--- src/rtl/mem_access.sv ---
// -----------------------------------------------------------------------------
// mem_access -- memory-access stage of the five-stage RISC-V core.
//
// Takes the execute stage's result, store data and memory control, runs one
// request/acknowledge data-memory access per load or store, and hands the
// write-back bundle onward. Byte/halfword/word lanes are steered for stores,
// and load data is sign- or zero-extended. While an access is outstanding the
// upstream registers are held through `stall`.
//
// Ports
//   clk, rst                    clock (rising edge), async active-low reset
//   in_MemRead, in_MemWrite     load / store request (store wins if both set)
//   in_RegWrite, in_RegDest     register write enable / destination
//   in_MemToReg                 write-back selects memory data
//   in_Funct3                   000 B, 001 H, 010 W, 100 BU, 101 HU (011/110/111 = W)
//   in_AluResult                effective address or ALU result
//   in_rs2_value                store data
//   stall                       high for the whole BUSY state
//   dmem_req/we/addr/wdata/wstrb  data-memory request, stable until dmem_ack
//   dmem_ack, dmem_rdata        access complete / read word
//   out_RegWrite, out_RegDest, out_MemToReg, out_AluResult, out_data_out
//                               registered write-back bundle
//   out_misaligned              one-cycle misaligned-access flag
//
// Build option
//   MEM_MISALIGN_TRAP_EN  when defined, a misaligned load/store is not issued;
//                         instead out_misaligned pulses for one cycle with
//                         out_RegWrite = 0 and out_AluResult = faulting address.
//                         When undefined, out_misaligned is tied to 0 and
//                         misaligned accesses are issued as-is.
// -----------------------------------------------------------------------------
module mem_access (
  input  logic        clk,
  input  logic        rst,
  input  logic        in_MemRead,
  input  logic        in_MemWrite,
  input  logic        in_RegWrite,
  input  logic [4:0]  in_RegDest,
  input  logic        in_MemToReg,
  input  logic [2:0]  in_Funct3,
  input  logic [31:0] in_AluResult,
  input  logic [31:0] in_rs2_value,
  output logic        stall,
  output logic        dmem_req,
  output logic        dmem_we,
  output logic [31:0] dmem_addr,
  output logic [31:0] dmem_wdata,
  output logic [3:0]  dmem_wstrb,
  input  logic        dmem_ack,
  input  logic [31:0] dmem_rdata,
  output logic        out_RegWrite,
  output logic        out_MemToReg,
  output logic [4:0]  out_RegDest,
  output logic [31:0] out_AluResult,
  output logic [31:0] out_data_out,
  output logic        out_misaligned
);

  typedef enum logic {IDLE, BUSY} state_t;

  state_t      state_reg, state_next;

  // Instruction captured in IDLE; held unchanged for the whole access.
  logic        c_mem_write_reg, c_mem_write_next;
  logic        c_reg_write_reg, c_reg_write_next;
  logic [4:0]  c_reg_dest_reg,  c_reg_dest_next;
  logic        c_mem_to_reg_reg, c_mem_to_reg_next;
  logic [2:0]  c_funct3_reg,    c_funct3_next;
  logic [31:0] c_addr_reg,      c_addr_next;
  logic [31:0] c_store_reg,     c_store_next;

  // Write-back bundle registers.
  logic        wb_reg_write_reg,  wb_reg_write_next;
  logic        wb_mem_to_reg_reg, wb_mem_to_reg_next;
  logic [4:0]  wb_reg_dest_reg,   wb_reg_dest_next;
  logic [31:0] wb_alu_reg,        wb_alu_next;
  logic [31:0] wb_data_reg,       wb_data_next;

  logic        mem_op_in;
  logic        busy;
  logic [1:0]  off;
  logic        sz_word, sz_half;
  logic [31:0] store_wdata;
  logic [3:0]  store_strb;
  logic [7:0]  ld_byte;
  logic [15:0] ld_half;
  logic [31:0] load_ext;

  assign mem_op_in = in_MemRead | in_MemWrite;
  assign busy      = (state_reg == BUSY);
  assign off       = c_addr_reg[1:0];

  // funct3[1] set means a word access (010/011/110/111); 01 in the low bits
  // is a halfword; anything else is a byte.
  assign sz_word = c_funct3_reg[1];
  assign sz_half = (c_funct3_reg[1:0] == 2'b01);

  // Store data is replicated across lanes so the byte enables alone choose
  // which bytes land in memory.
  for (genvar gi = 0; gi < 4; gi++) begin : g_store_lane
    assign store_wdata[gi*8 +: 8] = sz_word ? c_store_reg[gi*8 +: 8] :
                                    sz_half ? c_store_reg[(gi % 2)*8 +: 8] :
                                              c_store_reg[7:0];
  end

  // Halfword lanes follow off[1] only, so an odd halfword address is steered
  // as if it were aligned down.
  always_comb begin
    store_strb = 4'b0001 << off;
    if (sz_word)      store_strb = 4'b1111;
    else if (sz_half) store_strb = 4'b0011 << {off[1], 1'b0};
  end

  // Load extraction and extension.
  assign ld_byte = dmem_rdata[{off, 3'b000} +: 8];
  assign ld_half = off[1] ? dmem_rdata[31:16] : dmem_rdata[15:0];

  always_comb begin
    load_ext = dmem_rdata;
    case (c_funct3_reg)
      3'b000:  load_ext = {{24{ld_byte[7]}}, ld_byte};
      3'b100:  load_ext = {24'h0, ld_byte};
      3'b001:  load_ext = {{16{ld_half[15]}}, ld_half};
      3'b101:  load_ext = {16'h0, ld_half};
      default: load_ext = dmem_rdata;
    endcase
  end

  assign stall      = busy;
  assign dmem_req   = busy;
  assign dmem_we    = busy & c_mem_write_reg;
  assign dmem_wstrb = (busy & c_mem_write_reg) ? store_strb : 4'b0000;
  assign dmem_addr  = {c_addr_reg[31:2], 2'b00};
  assign dmem_wdata = store_wdata;

`ifdef MEM_MISALIGN_TRAP_EN
  logic mis_reg, mis_next;
  logic mis_in;
  // Alignment of the incoming request, judged before it is captured.
  assign mis_in = ((in_Funct3[1:0] == 2'b01) & in_AluResult[0]) |
                  (in_Funct3[1] & (in_AluResult[1:0] != 2'b00));
  assign out_misaligned = mis_reg;
`else
  assign out_misaligned = 1'b0;
`endif

  always_comb begin
    state_next         = state_reg;
    c_mem_write_next   = c_mem_write_reg;
    c_reg_write_next   = c_reg_write_reg;
    c_reg_dest_next    = c_reg_dest_reg;
    c_mem_to_reg_next  = c_mem_to_reg_reg;
    c_funct3_next      = c_funct3_reg;
    c_addr_next        = c_addr_reg;
    c_store_next       = c_store_reg;
    wb_reg_write_next  = wb_reg_write_reg;
    wb_mem_to_reg_next = wb_mem_to_reg_reg;
    wb_reg_dest_next   = wb_reg_dest_reg;
    wb_alu_next        = wb_alu_reg;
    wb_data_next       = wb_data_reg;
`ifdef MEM_MISALIGN_TRAP_EN
    mis_next           = 1'b0;
`endif
    case (state_reg)
      IDLE: begin
        c_mem_write_next  = in_MemWrite;
        c_reg_write_next  = in_RegWrite;
        c_reg_dest_next   = in_RegDest;
        c_mem_to_reg_next = in_MemToReg;
        c_funct3_next     = in_Funct3;
        c_addr_next       = in_AluResult;
        c_store_next      = in_rs2_value;
        if (!mem_op_in) begin
          wb_reg_write_next  = in_RegWrite;
          wb_mem_to_reg_next = in_MemToReg;
          wb_reg_dest_next   = in_RegDest;
          wb_alu_next        = in_AluResult;
          wb_data_next       = 32'h0;
`ifdef MEM_MISALIGN_TRAP_EN
        end else if (mis_in) begin
          // Faulting access: report the address, never touch memory.
          mis_next          = 1'b1;
          wb_reg_write_next = 1'b0;
          wb_alu_next       = in_AluResult;
          wb_data_next      = 32'h0;
`endif
        end else begin
          // Bubble to write-back while the access is in flight.
          wb_reg_write_next = 1'b0;
          state_next        = BUSY;
        end
      end
      BUSY: begin
        if (dmem_ack) begin
          wb_reg_write_next  = c_reg_write_reg;
          wb_mem_to_reg_next = c_mem_to_reg_reg;
          wb_reg_dest_next   = c_reg_dest_reg;
          wb_alu_next        = c_addr_reg;
          wb_data_next       = c_mem_write_reg ? 32'h0 : load_ext;
          state_next         = IDLE;
        end
      end
      default: state_next = IDLE;
    endcase
  end

  always_ff @(posedge clk or negedge rst) begin
    if (!rst) begin
      state_reg         <= IDLE;
      c_mem_write_reg   <= 1'b0;
      c_reg_write_reg   <= 1'b0;
      c_reg_dest_reg    <= 5'd0;
      c_mem_to_reg_reg  <= 1'b0;
      c_funct3_reg      <= 3'd0;
      c_addr_reg        <= 32'h0;
      c_store_reg       <= 32'h0;
      wb_reg_write_reg  <= 1'b0;
      wb_mem_to_reg_reg <= 1'b0;
      wb_reg_dest_reg   <= 5'd0;
      wb_alu_reg        <= 32'h0;
      wb_data_reg       <= 32'h0;
`ifdef MEM_MISALIGN_TRAP_EN
      mis_reg           <= 1'b0;
`endif
    end else begin
      state_reg         <= state_next;
      c_mem_write_reg   <= c_mem_write_next;
      c_reg_write_reg   <= c_reg_write_next;
      c_reg_dest_reg    <= c_reg_dest_next;
      c_mem_to_reg_reg  <= c_mem_to_reg_next;
      c_funct3_reg      <= c_funct3_next;
      c_addr_reg        <= c_addr_next;
      c_store_reg       <= c_store_next;
      wb_reg_write_reg  <= wb_reg_write_next;
      wb_mem_to_reg_reg <= wb_mem_to_reg_next;
      wb_reg_dest_reg   <= wb_reg_dest_next;
      wb_alu_reg        <= wb_alu_next;
      wb_data_reg       <= wb_data_next;
`ifdef MEM_MISALIGN_TRAP_EN
      mis_reg           <= mis_next;
`endif
    end
  end

  assign out_RegWrite  = wb_reg_write_reg;
  assign out_MemToReg  = wb_mem_to_reg_reg;
  assign out_RegDest   = wb_reg_dest_reg;
  assign out_AluResult = wb_alu_reg;
  assign out_data_out  = wb_data_reg;

endmodule

--- config.mk ---
export PLATFORM = sky130hd
export DESIGN_NAME = mem_access
export DESIGN_NICKNAME = d
export VERILOG_FILES = /design/src/rtl/mem_access.sv
export SDC_FILE = /design/constraint.sdc
export NUM_CORES = 1
export LEC_CHECK = 0
export ABC_AREA = 1
export BUFFER_PORTS_ARGS = -buffer_cell sky130_fd_sc_hd__buf_2
export CORE_ASPECT_RATIO = 1.1
export CORE_UTILIZATION = 52
export CTS_CLUSTER_DIAMETER = 200
export CTS_CLUSTER_SIZE = 30
export DETAILED_ROUTE_END_ITERATION = 12
export HOLD_SLACK_MARGIN = 0.08
export PLACE_DENSITY = 0.95
export SLEW_MARGIN = 20
export SYNTH_ARGS = -nofsm -noshare
export SYNTH_HDL_FRONTEND = slang
export SYNTH_SLANG_ARGS = --single-unit
--- constraint.sdc ---
create_clock -name clk -period 2.8 [get_ports clk]
set_input_delay 0.42 -clock clk [delete_from_list [all_inputs] [get_ports clk]]
set_output_delay 0.42 -clock clk [all_outputs]
set_load 0.05 [all_outputs]
# After elaboration in Yosys (flattened, before gate mapping)
# Index checks and enable logic that the tools add are counted.
# totals
input_bits	111
output_inout_bits	143
reg_bits	147
elab_cells	55
# classes
bitwise	3
n_reduce_logical	2
eq_ne	6
n_shift	3
n_mux	28
# ops
operator	n
32-bit 2-to-1 mux	5
32-bit one-hot mux with 2 select lines	2
32-bit one-hot mux with 4 select lines	1
8-bit 2-to-1 mux	4
32-bit by 6-bit indexed part select with 8-bit output	1
16-bit 2-to-1 mux	1
4-bit 2-to-1 mux	3
5-bit 2-to-1 mux	2
5-bit one-hot mux with 2 select lines	1
3-bit equality test, second input constant	2
1-bit 2-to-1 mux	6
1-bit one-hot mux with 2 select lines	3
2-bit != test, second input constant	2
1-bit by 2-bit << shifter with 4-bit output, first input constant	1
2-bit by 2-bit << shifter with 4-bit output, first input constant	1
3-bit by 1-bit equality test with 1-bit output, second input constant	1
3-bit zero test	1
2-bit by 1-bit equality test with 1-bit output, second input constant	1
2-bit AND reduction	1
1-bit AND	1
1-bit NOT	1
1-bit bitwise OR	1

# Logic depth before layout (Yosys ltp)
# logic_depth
word_depth	5
mapped_depth	9
depth_no_buf	8

# Least setup slack after synthesis
# OpenSTA, ideal clock, no wires.
# synth_timing
path_kind	reg2out
from	register state_reg (netlist: dmem_req)
to	output port dmem_wstrb[2]
arrival_time_ns	2.284
n_path_buf	1
slack_ns	0.096
stages_incl_launch_ff	6
t_required_ns	2.380
cell_sequence	dfrtp_1 > buf_2 > nand2_1 > inv_1 > o21ai_0 > nor2_1
# synth_between
elab_chain_len	2
# synth_rtl
element	line_no	text
start, declared	61	state_t state_reg, state_next;
start signal, assigned	226	state_reg <= state_next;
1-bit AND	-	
via dmem_we	45	output logic dmem_we,
4-bit 2-to-1 mux	132	assign dmem_wstrb = (busy & c_mem_write_reg) ? store_strb : 4'b0000;
end, declared	48	output logic [3:0] dmem_wstrb,
# The timed path passes the listed nets, and every way through them passes these cells.

# Worst setup path after layout
# layout_timing
from	register c_funct3_reg[0]
to	output port dmem_wdata[26]
# layout_between
elab_chain_len	3
# layout_rtl
element	line_no	text
start, declared	68	logic [2:0] c_funct3_reg, c_funct3_next;
start signal, assigned	231	c_funct3_reg <= c_funct3_next;
2-bit by 1-bit equality test with 1-bit output	96	assign sz_half = (c_funct3_reg[1:0] == 2'b01);
8-bit 2-to-1 mux	102	sz_half ? c_store_reg[(gi % 2)*8 +: 8] :
8-bit 2-to-1 mux	101	assign store_wdata[gi*8 +: 8] = sz_word ? c_store_reg[gi*8 +: 8] :
end, declared	47	output logic [31:0] dmem_wdata,
# No other way between the ends.

==> results.py <==
metrics = {
    "run_status": {
        "status": "finished clean",
    },
    "setup_path": {
        "critPathKind": "reg2out",
        "critPathCaptureType": "output pin",
        "reg2reg_slack_ps": 690,
        "crit_fanout": 15,
        "required_ps": 2380,
        "cp-start-kind": "flop",
        "worstPathArrival_ps": 2150,
        "r2r_cells": 7,
    },
    "synthesis": {
        "syn_avg_cell_area_um2": 7.89,
        "yosys_warnings": 0,
        "synth.yosys.seq_area_share_pct": 54.2,
        "ys_ff_latch": 147,
        "yosysTopAreaCellShare_pct": 54.2,
        "synth_area_um2": 6780,
        "ys_types": 21,
        "synth_top_area_cell": "dfrtp_1",
        "syn_inst": 860,
        "synth_area_leaders": "dfrtp_1 (54%), nand2_1 (22%), buf_4 (5.3%)",
    },
    "power_and_ir_drop": {
        "ir_drop_mv": 0.907,
        "leakage_nw": 4.81,
        "p_per_area_nw_per_um2": 1380,
    },
    "grt": {
        "grt_max_degree": 61,
        "antenna_found_initial": 1,
        "grt.total_usage_pct": 27.6,
        "gr-total-overflow": 0,
        "grt_pass1_vias": 6088,
        "grt_pass1_wl_um": 29300,
    },
    "clock_tree": {
        "clock-root-buffer": "clkbuf_16",
        "clk_pin_slew_ps": 60,
        "numCtsBuffers": 17,
        "clkSinkCount": 147,
        "clk_latency_ps": 410,
        "cts_buffer_depth": 2,
        "h-tree-depth": 4,
        "cts.repair.resized": 0,
        "cts_tree": "done",
    },
    "layout": {
        "final_common_cell": "nand2_1",
        "fill_cells": 1014,
        "most-common-layout-cells": "nand2_1 (400), buf_2 (249), dfrtp_1 (146)",
        "nNetsFinal": 1171,
        "drive_gt1_share_pct": 28.2,
        "area.growth.synth_to_final_pct": 24.4,
    },
    "sta": {
        "hold_viol_final": 0,
        "fin_crit_sh_pct": 91.7,
        "whs_ps": 199,
        "rsz0062_at_grt": "no",
        "tightest_slew_ps": 1050,
        "setup-violations-final": 0,
        "drv_slew": 0,
        "finClkSkew_ps": 9.48,
        "tns_ps": 0,
        "max_freq_ghz": 0.390,
        "period_needed_ps": 2570,
        "timing.slew.headroom_pct": 29.7,
    },
    "floorplan": {
        "rows": 43,
        "start_util_pct": 53.6,
        "die_w_um": 111,
        "core_um2": 12600,
        "io-pin-count": 254,
        "die_h_um": 122,
        "die-area_um2": 13500,
    },
    "place": {
        "port_buffers": 250,
        "place_congestion": 0.888,
        "dp_hpwl_um": 13100,
    },
    "hold_path": {
        "hold_class": "in2reg",
        "worstHoldPathCells": 3,
    },
    "routing": {
        "drc": 0,
        "ant_nets": 0,
        "firstDrtPassIters": 5,
        "drt-vias-per-instance": 5.23,
        "wl_um": 18500,
        "drt_iter0_markers": 531,
        "vias": 6433,
        "drt-wirelength-per-cell_um": 15.0,
    },
    "flow_run": {
        "drv_cap": 0,
    },
}
==> cell families after synthesis <==
logic type | count (synthesis) | synth area share (%)
buffers and inverters | 119 | 9.48
AND/OR/NAND/NOR | 495 | 27.9
flip-flops | 147 | 54.2
AO/OA/AOI/OAI | 98 | 8.28
other | 1 | 0.0553
==> synthesized netlist by cell type <==
| cell type | number |
|---|---|
| a21oi_1 | 14 |
| a31oi_1 | 37 |
| buf_1 | 8 |
| buf_2 | 13 |
| buf_4 | 48 |
| clkbuf_1 | 16 |
| conb_1 | 1 |
| dfrtp_1 | 147 |
| inv_1 | 31 |
| inv_2 | 3 |
| nand2_1 | 400 |
| nand2_2 | 2 |
| nand3_1 | 16 |
| nand3b_1 | 1 |
| nor2_1 | 70 |
| nor3_1 | 6 |
| o211ai_1 | 8 |
| o21ai_0 | 31 |
| o21ai_1 | 6 |
| o21ai_2 | 1 |
| o22ai_1 | 1 |
==> worst max-delay path, stage by stage, from the launching register on <==
cell	delay, ps
dfrtp_1	380
inv_1	110
nand2_1	240
inv_1	430
nand2_1	160
o211ai_1	120
buf_2	290
==> stage by stage <==
stage / instances / instance area (um^2) / utilization, % / power [mW] / setup slack [ps]
after global placement: 1197 / 7860 / 62.2 / 9.29 / 775
after floorplan: 862 / 6790 / - / 8.22 / 96.0
final: 1231 / 8440 / 66.7 / 11.6 / 233
after detailed placement: 1197 / 7860 / 62.2 / 9.43 / 704
after global routing: 1231 / 8440 / 66.7 / 12.2 / 44.7
after CTS: 1230 / 8440 / 66.7 / 11.6 / 254
==> metal layers <==
| metal | share of wire [%] | vias to the layer above | global-route usage, % | wire length, um |
|---|---|---|---|---|
| met2 | 50 | 362 | 45.8 | 9270 |
| met5 | 0 | - | 0 | 0 |
| li1 | - | 3067 | - | - |
| met1 | 39 | 2942 | 33.8 | 7200 |
| met3 | 7.5 | 62 | 6.37 | 1390 |
| met4 | 3.6 | 0 | 14.6 | 667 |
==> timing repair <==
action,in CTS,in global routing
setup buffers,0,0
hold endpoints to repair,49,0
hold buffers,1,0
==> path summary, 6_finish.rpt <==
path / startpoint / to
min in group asynchronous: rst / out_AluResult[25]
max: c_funct3_reg[0] / dmem_wdata[26]
min reg2reg: out_data_out[12] / out_data_out[12]
min: in_rs2_value[3] / c_store_reg[3]
max reg2reg: dmem_req / out_data_out[3]
max in group asynchronous: rst / c_addr_reg[19]
==> power by group <==
| group | internal (mW) | switching [mW] | total (mW) |
|---|---|---|---|
| Sequential | 2.92 | 0.481 | 3.40 |
| Combinational | 1.27 | 4.78 | 6.05 |
| Clock | 1.21 | 0.943 | 2.15 |
| Total | 5.40 | 6.21 | 11.6 |
==> cell type report <==
| class | instances | area, um^2 | share of cell area [%] |
|---|---|---|---|
| Clock inverter | 13 | 111 | 1.32 |
| Sequential cell | 147 | 3680 | 43.6 |
| Inverter | 34 | 128 | 1.51 |
| Timing Repair Buffer | 264 | 1390 | 16.5 |
| Clock buffer | 19 | 453 | 5.37 |
| Multi-Input combinational cell | 596 | 2480 | 29.4 |
| Tap cell | 157 | 196 | 2.33 |
| Antenna cell | 1 | 2.50 | 0.0297 |
(Power assumes the default switching activity.)
